### src/rtl/odometer_pkg.sv
// Shared types and helpers for the beat-frequency odometer measure block.
// Holds the FSM encoding, edge-qualifier modes and a width helper.
package odometer_pkg;

  typedef enum logic [1:0] {
    ST_IDLE  = 2'd0,
    ST_ARM   = 2'd1,
    ST_COUNT = 2'd2,
    ST_DONE  = 2'd3
  } state_e;

  localparam int EDGE_RISE = 0;
  localparam int EDGE_FALL = 1;
  localparam int EDGE_BOTH = 2;

  // ceil(log2(n)), never less than 1 so a single channel still gets a select bit
  function automatic int clog2_min1(input int n);
    int r;
    r = 0;
    while ((1 << r) < n) r++;
    return (r < 1) ? 1 : r;
  endfunction

endpackage

### src/rtl/odometer_edge_sync.sv
// Per-channel synchroniser for an asynchronous PC_OUT line, with a
// previous-value flop and an EDGE_MODE-selected edge qualifier.
module odometer_edge_sync
  import odometer_pkg::*;
#(
  parameter int EDGE_MODE = EDGE_RISE
) (
  input  logic clk,
  input  logic rst,
  input  logic pc_in,
  output logic edge_o
);

  logic sync1_q, sync1_d;
  logic sync2_q, sync2_d;
  logic prev_q, prev_d;

  always_comb begin
    sync1_d = pc_in;
    sync2_d = sync1_q;
    prev_d  = sync2_q;
  end

  always_ff @(posedge clk or posedge rst) begin
    if (rst) begin
      sync1_q <= 1'b0;
      sync2_q <= 1'b0;
      prev_q  <= 1'b0;
    end else begin
      sync1_q <= sync1_d;
      sync2_q <= sync2_d;
      prev_q  <= prev_d;
    end
  end

  always_comb begin
    edge_o = 1'b0;
    if (EDGE_MODE == EDGE_BOTH) begin
      edge_o = sync2_q ^ prev_q;
    end else if (EDGE_MODE == EDGE_FALL) begin
      edge_o = ~sync2_q & prev_q;
    end else begin
      edge_o = sync2_q & ~prev_q;
    end
  end

endmodule

### src/rtl/odometer_bf_meas_multi.sv
// Beat-frequency period measurement over NCH phase-compare channels:
// channel mux, IDLE/ARM/COUNT/DONE control, saturating accumulator and deadzone timeout.
module odometer_bf_meas_multi
  import odometer_pkg::*;
#(
  parameter int NCH         = 4,
  parameter int CNT_W       = 12,
  parameter int DZ_W        = 13,
  parameter int SKIP_EDGES  = 2,
  parameter int AVG_PERIODS = 1,
  parameter int EDGE_MODE   = 0
) (
  input  logic                         CLK,
  input  logic                         RESET,
  input  logic [NCH-1:0]               PC_OUT,
  input  logic [clog2_min1(NCH)-1:0]   CH_SEL,
  input  logic                         MEAS_TRIG,
  output logic [CNT_W-1:0]             BF_COUNT,
  output logic                         MEAS_DONE,
  output logic                         DEADZONE,
  output logic                         OVERFLOW,
  output logic                         BUSY,
  output logic                         DETECT
);

  localparam int SEL_W = clog2_min1(NCH);

  logic [NCH-1:0]          edge_vec;
  logic [(1<<SEL_W)-1:0]   edge_pad;
  logic                    busy;

  state_e                  state_q, state_d;
  logic [SEL_W-1:0]        ch_q, ch_d;
  logic                    trig_q, trig_d;
  logic                    detect_q, detect_d;
  logic [3:0]              ec_q, ec_d, ec_inc;
  logic [CNT_W-1:0]        acc_q, acc_d, acc_inc;
  logic [CNT_W-1:0]        bf_q, bf_d;
  logic [DZ_W-1:0]         dz_q, dz_d, dz_inc;
  logic                    done_q, done_d;
  logic                    dzflag_q, dzflag_d;
  logic                    ovf_q, ovf_d;

  for (genvar gi = 0; gi < NCH; gi++) begin : g_ch
    odometer_edge_sync #(.EDGE_MODE(EDGE_MODE)) u_sync (
      .clk   (CLK),
      .rst   (RESET),
      .pc_in (PC_OUT[gi]),
      .edge_o(edge_vec[gi])
    );
  end

  // Padding keeps the select index in range for non-power-of-two NCH
  always_comb begin
    edge_pad           = '0;
    edge_pad[NCH-1:0]  = edge_vec;
    busy               = (state_q == ST_ARM) || (state_q == ST_COUNT);
    detect_d           = edge_pad[ch_q] & busy;
    trig_d             = MEAS_TRIG;
  end

  always_comb begin
    state_d  = state_q;
    ch_d     = ch_q;
    ec_d     = ec_q;
    acc_d    = acc_q;
    bf_d     = bf_q;
    dz_d     = dz_q;
    dzflag_d = dzflag_q;
    ovf_d    = ovf_q;
    ec_inc   = ec_q + 4'd1;
    acc_inc  = (acc_q == {CNT_W{1'b1}}) ? acc_q : acc_q + CNT_W'(1);
    dz_inc   = dz_q + DZ_W'(1);

    case (state_q)
      ST_IDLE: begin
        if (MEAS_TRIG && !trig_q && (int'(CH_SEL) < NCH)) begin
          ch_d     = CH_SEL;
          ec_d     = '0;
          dz_d     = '0;
          acc_d    = '0;
          ovf_d    = 1'b0;
          dzflag_d = 1'b0;
          state_d  = ST_ARM;
        end
      end
      ST_ARM: begin
        dz_d = dz_inc;
        if (detect_q) begin
          dz_d = '0;
          if (ec_inc == 4'(SKIP_EDGES)) begin
            ec_d    = '0;
            acc_d   = '0;
            state_d = ST_COUNT;
          end else begin
            ec_d = ec_inc;
          end
        end else if (dz_q == {DZ_W{1'b1}}) begin
          bf_d     = {CNT_W{1'b1}};
          dzflag_d = 1'b1;
          state_d  = ST_DONE;
        end
      end
      ST_COUNT: begin
        acc_d = acc_inc;
        if (acc_inc == {CNT_W{1'b1}}) ovf_d = 1'b1;
        dz_d = dz_inc;
        // An edge arriving together with the timeout takes precedence
        if (detect_q) begin
          dz_d = '0;
          if (ec_inc == 4'(AVG_PERIODS)) begin
            bf_d    = acc_inc;
            state_d = ST_DONE;
          end else begin
            ec_d = ec_inc;
          end
        end else if (dz_q == {DZ_W{1'b1}}) begin
          bf_d     = {CNT_W{1'b1}};
          dzflag_d = 1'b1;
          state_d  = ST_DONE;
        end
      end
      default: ;
    endcase

    // Dropping MEAS_TRIG overrides any completion decided above
    if (!MEAS_TRIG) begin
      state_d  = ST_IDLE;
      bf_d     = bf_q;
      dzflag_d = 1'b0;
      ovf_d    = 1'b0;
    end

    done_d = (state_d == ST_DONE);
  end

  always_ff @(posedge CLK or posedge RESET) begin
    if (RESET) begin
      state_q  <= ST_IDLE;
      ch_q     <= '0;
      trig_q   <= 1'b0;
      detect_q <= 1'b0;
      ec_q     <= '0;
      acc_q    <= '0;
      bf_q     <= '0;
      dz_q     <= '0;
      done_q   <= 1'b0;
      dzflag_q <= 1'b0;
      ovf_q    <= 1'b0;
    end else begin
      state_q  <= state_d;
      ch_q     <= ch_d;
      trig_q   <= trig_d;
      detect_q <= detect_d;
      ec_q     <= ec_d;
      acc_q    <= acc_d;
      bf_q     <= bf_d;
      dz_q     <= dz_d;
      done_q   <= done_d;
      dzflag_q <= dzflag_d;
      ovf_q    <= ovf_d;
    end
  end

  assign BF_COUNT  = bf_q;
  assign MEAS_DONE = done_q;
  assign DEADZONE  = dzflag_q;
  assign OVERFLOW  = ovf_q;
  assign BUSY      = busy;
  assign DETECT    = detect_q;

endmodule

### config.mk
export PLATFORM = sky130hd
export DESIGN_NAME = odometer_bf_meas_multi
export DESIGN_NICKNAME = d
export VERILOG_FILES = /design/src/rtl/odometer_pkg.sv /design/src/rtl/odometer_edge_sync.sv /design/src/rtl/odometer_bf_meas_multi.sv
export SDC_FILE = /design/constraint.sdc
export NUM_CORES = 1
export LEC_CHECK = 0
export CAP_MARGIN = 20
export CORE_MARGIN = 4
export CORE_UTILIZATION = 50
export DETAILED_ROUTE_END_ITERATION = 16
export DONT_BUFFER_PORTS = 1
export PLACE_DENSITY_LB_ADDON = 0.12
export SLEW_MARGIN = 20
export SYNTH_ARGS = -nofsm -noshare
export SYNTH_HDL_FRONTEND = slang
export SYNTH_SLANG_ARGS = --single-unit
### constraint.sdc
create_clock -name CLK -period 2.1 [get_ports CLK]
set_input_delay 0 -clock CLK [delete_from_list [all_inputs] [get_ports CLK]]
set_output_delay 0 -clock CLK [all_outputs]
set_load 0.05 [all_outputs]
# Yosys cells after proc, flatten, opt, wreduce, memory -nomap -nowiden
# Index checks and enable logic that the tools add are counted.
# Widths: inputs -> output; s select.
[totals]
reg_bits = 62
input_bits = 9
output_inout_bits = 17
wordCells = 109
[classes]
n_addsub = 3
magnitude_cmp = 1
n_eq_ne = 21
muxes = 37
n_bitwise = 9
n_reduce_logical = 15
[ops]
columns = ["operator", "count"]
rows = [
  ["$mux 12", 8],
  ["$pmux 12 s3", 1],
  ["$mux 13", 2],
  ["$pmux 13 s2", 1],
  ["$eq 12x12->1 const B", 2],
  ["$pmux 12 s2", 1],
  ["$mux 4", 5],
  ["$mux 2", 7],
  ["$add 13x1->13 const B", 1],
  ["$eq 13x13->1 const B", 1],
  ["$add 12x1->12 const B", 1],
  ["$ne 3x2->1 const B", 4],
  ["$pmux 4 s3", 1],
  ["$reduce_and 4->1", 3],
  ["$ne 2x2->1 const B", 5],
  ["$mux 1", 7],
  ["$ne 3x3->1 const B", 2],
  ["$pmux 2 s3", 1],
  ["$and 1x1->1", 5],
  ["$reduce_and 5->1", 1],
  ["$add 4x1->4 const B", 1],
  ["$eq 2x2->1 const B", 2],
  ["$eq 4x1->1 const B", 1],
  ["$eq 4x2->1 const B", 1],
  ["other kinds (16)", 22],
]

# Logic depth before layout (Yosys ltp)
[depth]
depth_word = 7
ltp_mapped = 9
depth_no_buf = 7

# Cells and area by module
# Synthesis repeated with hierarchy kept, for this count alone.
[hier_totals]
cells_unflattened = 336
area_unflattened_um2 = 3281.9
[modules_own_cells]
columns = ["module", "n_inst", "cells_each", "area_per_inst_um2", "seq_area_each_um2"]
rows = [
  ["odometer_bf_meas_multi", 1, 316, 2911.5, 1251.2],
  ["odometer_edge_sync", 4, 5, 92.6, 75.1],
]

# Least setup slack after synthesis
# No wires, ideal clock.
[synth_path]
path_type = "reg2reg"
startpoint = "reg state_q[0]"
endpoint = "reg bf_q[1] (netlist: BF_COUNT[1])"
setup_time_ns = 0.124
arrival_time_ns = 2.135
required_time_ns = 1.976
path_slack_ns = -0.159
stages_incl_launch_ff = 8
path_buffers = 1
period_less_slack_ns = 2.259
path_cell_list = "dfrtp_1 -> inv_1 -> ha_1 -> nand2_1 -> nor4b_2 -> buf_2 -> nand3_1 -> o31a_1"
[synth_via]
elab_chain_cells = 3
elab_cells_between_ends = 7
classes_between = "eq/ne: 4; mux: 1; reduce/logical: 2"
[synth_lines]
columns = ["element", "line", "text"]
rows = [
  ["from (decl)", "odometer_bf_meas_multi.sv:32", "state_e state_q, state_d;"],
  ["from (signal assigned)", "odometer_bf_meas_multi.sv:151", "state_q <= state_d;"],
  ["$eq 2x2->1 or $eq 2x1->1 (tied branches)", "odometer_bf_meas_multi.sv:75", "case (state_q)"],
  ["$ne 3x2->1 (no line) (tied with other cells)", "--", ""],
  ["$reduce_and 4->1 (no line)", "--", ""],
  ["to (signal assigned)", "odometer_bf_meas_multi.sv:145", "bf_q <= '0;"],
  ["to (signal assigned)", "odometer_bf_meas_multi.sv:157", "bf_q <= bf_d;"],
  ["to (decl)", "odometer_bf_meas_multi.sv:38", "logic [CNT_W-1:0] bf_q, bf_d;"],
]
# Parallel ways exist; a longest one is shown, timed or not.
# A chain may end at the register's enable or synchronous reset.

# Worst setup path in the final report
[layout_path]
startpoint = "reg acc_q[1]"
endpoint = "reg ovf_q (netlist: OVERFLOW)"
[layout_via]
elab_chain_cells = 5
elab_cells_between_ends = 6
classes_between = "add/sub: 1; eq/ne: 3; mux: 1; reduce/logical: 1"
[layout_lines]
columns = ["element", "line", "text"]
rows = [
  ["from (decl)", "odometer_bf_meas_multi.sv:37", "logic [CNT_W-1:0] acc_q, acc_d, acc_inc;"],
  ["from (signal assigned)", "odometer_bf_meas_multi.sv:144", "acc_q <= '0;"],
  ["from (signal assigned)", "odometer_bf_meas_multi.sv:156", "acc_q <= acc_d;"],
  ["$add 12x1->12 or $eq 12x12->1 (tied branches)", "odometer_bf_meas_multi.sv:72", "acc_inc = (acc_q == {CNT_W{1'b1}}) ? acc_q : acc_q + CNT_W'(1);"],
  ["$mux 12 *", "odometer_bf_meas_multi.sv:72", ""],
  ["$eq 12x12->1 *", "odometer_bf_meas_multi.sv:106", "if (acc_inc == {CNT_W{1'b1}}) ovf_d = 1'b1;"],
  ["$ne 3x2->1 (no line) *", "--", ""],
  ["$reduce_and 3->1 (no line) *", "--", ""],
  ["to (signal assigned)", "odometer_bf_meas_multi.sv:161", "ovf_q <= ovf_d;"],
  ["to (decl)", "odometer_bf_meas_multi.sv:42", "logic ovf_q, ovf_d;"],
]
# Mark *: on every way between the ends. The rest lies on a longest branch, timed or not.

==> impl_metrics.py <==
metrics = {
    "worst_setup_path": {
        "crit_chain": "ha_1 -> nand2_2 -> o41ai_2 -> mux2i_1 -> or4_1 -> o21ai_1",
        "end_kind": "flop",
        "cp.required_ps": 2370,
        "r2r_cells": 6,
        "crit_type": "reg2reg",
        "r2r_slack_ps": 110,
        "worstPathArrival_ps": 2270,
        "cp-start-kind": "flop",
        "crit_fanout": 7,
        "r2r-end": "OVERFLOW",
        "cp_slowest_stage_delay_ps": 550,
        "critical_path_buf_inv_count": 0,
        "critical_path.slowest_cell": "or4_1",
        "critPathTopFamily": "simple AND/OR/NAND/NOR gates",
        "r2r-start": "acc_q[1]",
    },
    "pwr": {
        "powerDensity_nw_per_um2": 865,
        "leakagePower_nw": 1.66,
        "total_power_w": 0.00344,
        "vdd_drop_max_uv": 572,
    },
    "finish": {
        "fillers": 499,
        "area.sequential_um2": 1550,
        "final_layout_size_suffix_gt1_share_pct": 18.6,
        "fin_nets": 407,
        "multi_input_area_um2": 1680,
        "n_antenna_cell": 0,
        "final_util_pct": 62.6,
        "syn_to_final_growth_pct": 21.8,
        "final_cell_mix": "62 x dfrtp_1, 44 x nand2_1, 36 x buf_4",
        "final_common_cell": "dfrtp_1",
    },
    "clock_network": {
        "cts_buffers": 9,
        "clockBufferDepth": 2,
        "insertion_delay_ps": 350,
        "clkSlewWorstSetupHoldPaths_ps": 60,
        "ctsHtreeMaxLevel": 3,
        "cts.sinks": 62,
        "cts-root-buf": "clkbuf_8",
        "tritoncts": "built",
    },
    "floorplanning": {
        "core_region_area_um2": 6350,
        "die_w_um": 88.8,
        "dieArea_um2": 7890,
        "rows": 29,
        "dieHeight_um": 88.8,
        "io_pins": 26,
        "start_util_pct": 51.4,
    },
    "sta": {
        "setup_viol": 0,
        "fin_skew_ps": 8.59,
        "fmax_mhz": 502,
        "hold_violations": 0,
        "timing.final.crit_share_pct": 94.9,
        "slew_violations": 0,
        "fin_ws_ps": 107,
        "hold_slack_ps": 53.2,
        "timing.slew.headroom_pct": 64.2,
        "tns_ps": 0,
        "period_minus_slack_ps": 1990,
        "rsz0062_at_grt": "yes",
        "tightest_slew_ps": 536,
    },
    "route": {
        "dr.pass1.iters": 4,
        "wirelength_um": 7860,
        "drtIter0Drc": 170,
        "avgViaCountPerCell": 5.88,
        "postRouteAntennaNets": 0,
        "detailroute.via_count": 2758,
        "wire_per_inst_um": 16.8,
        "drcViolationCount": 0,
    },
    "placement": {
        "pre_cts_slack_ps": -25.4,
        "dp_hpwl_um": 5500,
        "io_buffers": 0,
        "place_congestion": 0.884,
    },
    "min_path": {
        "min_to": "BF_COUNT[2]",
        "hold_depth": 3,
        "min_path_type": "in2reg",
        "min-delay-start": "MEAS_TRIG",
    },
    "global_route": {
        "grt_pass1_vias": 2709,
        "gr-total-overflow": 0,
        "grt_start_max_net_pins": 24,
        "grtUsageTotal_pct": 21.4,
        "antenna_found_initial": 0,
        "grt_pass1_wl_um": 12900,
    },
    "logic_synthesis": {
        "synthArstFlopShare_pct": 100,
        "synth-main-ff-cell": "dfrtp_1",
        "synth_xor_area_share_pct": 1.88,
        "synth_top_area_cell": "dfrtp_1",
        "synth_seq_area_share_pct": 47.5,
        "ys_types": 54,
        "synth_nets": 365,
        "synth_edf_count": 0,
        "synth_fa_ha_area_share_pct": 3.83,
        "synth_compound_area_share_pct": 20.6,
        "synthSimpleGateAreaFrac_pct": 20.8,
        "synth_area_um2": 3260,
        "avgSynthCellArea_um2": 9.43,
        "syn_inst": 346,
        "ys_warn_count": 0,
        "netlist.area_leader.share_pct": 47.5,
        "synth.area.top_cells": "dfrtp_1 48%, nand2_1 5.3%, ha_1 3.8%",
        "synth.area.mux_share_pct": 1.92,
        "synth_top_family_by_area": "simple AND/OR/NAND/NOR gates",
        "synth-seq-cells": 62,
    },
    "status": {
        "status": "complete, no violations",
    },
    "flow_run": {
        "maxCapViolations": 0,
    },
}
==> registers in the layout (all words and copies together) (netlist names) <==
name	flops
trig_q	1
DEADZONE	1
BF_COUNT	12
g_ch.u_sync.prev_d	4
g_ch.u_sync.prev_q	4
DETECT	1
g_ch.u_sync.sync1_q	4
OVERFLOW	1
state_q	2
MEAS_DONE	1
acc_q	12
dz_q	13
ec_q	4
ch_q	2
==> kinds of logic after synthesis <==
family	count (synthesis)
XOR/XNOR	7
AND/OR/NAND/NOR	137
multiplexers	6
AO/OA/AOI/OAI	97
adder cells (fa/ha/maj)	10
flip-flops	62
buffers and inverters	27
==> cell type report <==
type	count	share of cell area, %
Multi-Input combinational cell	257	42.4
Clock inverter	5	1.89
Sequential cell	62	39.0
Tap cell	77	2.42
Clock buffer	10	3.21
Inverter	12	1.13
Timing Repair Buffer	46	9.95
==> synthesized netlist by cell type, types with 3 or more instances <==
library cell and number:
xnor2_1 5, dfrtp_1 62, a211oi_1 3, a21oi_1 8, nor2_1 29, o21ai_1 8, o21ai_0 24, o21a_1 5
and3_1 4, nand2_1 46, nand3_1 20, a31oi_1 6, o31ai_1 9, ha_1 10, clkbuf_1 10, or4_1 3
buf_2 4, inv_1 12, o31a_1 13, mux2i_1 4, nand2b_1 6, nor3_1 7, nor2b_1 4, nor4_2 3
a2bb2oi_1 3
==> worst max path at each step <==
stage	startpoint	endpoint	slack (ps)	cells past startpoint
3_5_place_dp	ec_q[0]	acc_q[0]	-30	6
2_1_floorplan	state_q[0]	acc_q[10]	-10	7
6_report	acc_q[1]	OVERFLOW	110	6
4_1_cts	dz_q[0]	BF_COUNT[1]	60	7
5_1_grt	ec_q[0]	acc_q[0]	-30	6
3_3_place_gp	ec_q[0]	acc_q[0]	90	6
==> worst reg2reg max path, delay by kind of cell, from the launching register on <==
kind                     cells  cell delay [ps]
AND/OR/NAND/NOR              2              690
AO/OA/AOI/OAI                2              500
flip-flops                   1              360
adder cells (fa/ha/maj)      1              250
multiplexers                 1              130
==> per-stage QoR <==
| step | cells | area (µm²) |
|---|---|---|
| floorplan | 346 | 3270 |
| global placement | 443 | 3580 |
| detailed placement | 443 | 3580 |
| CTS | 466 | 3870 |
| global route | 469 | 3980 |
| finish | 469 | 3980 |
==> metal layers <==
| metal | vias up | track usage, % | wire, µm |
|---|---|---|---|
| met5 | - | 0 | 0 |
| li1 | 1344 | - | - |
| met4 | 0 | 7.01 | 81 |
| met2 | 81 | 30.6 | 3410 |
| met1 | 1322 | 30.2 | 3680 |
| met3 | 11 | 7.64 | 681 |
==> repair_timing <==
action | in CTS | in global routing
endpoints found under the hold margin | 44 | 0
hold buffers | 8 | 0
gates resized for setup | 1 | 11
cloned | 0 | 1
buffers inserted | 0 | 2
pin swaps | 0 | 2
endpoints found under the setup margin | 3 | 27
==> where the power goes <==
part           internal, W  switching, W
registers          0.00127     0.0000757
logic             0.000389      0.000595
clock network     0.000655      0.000455
total              0.00231       0.00113
(Power assumes the default switching activity.)
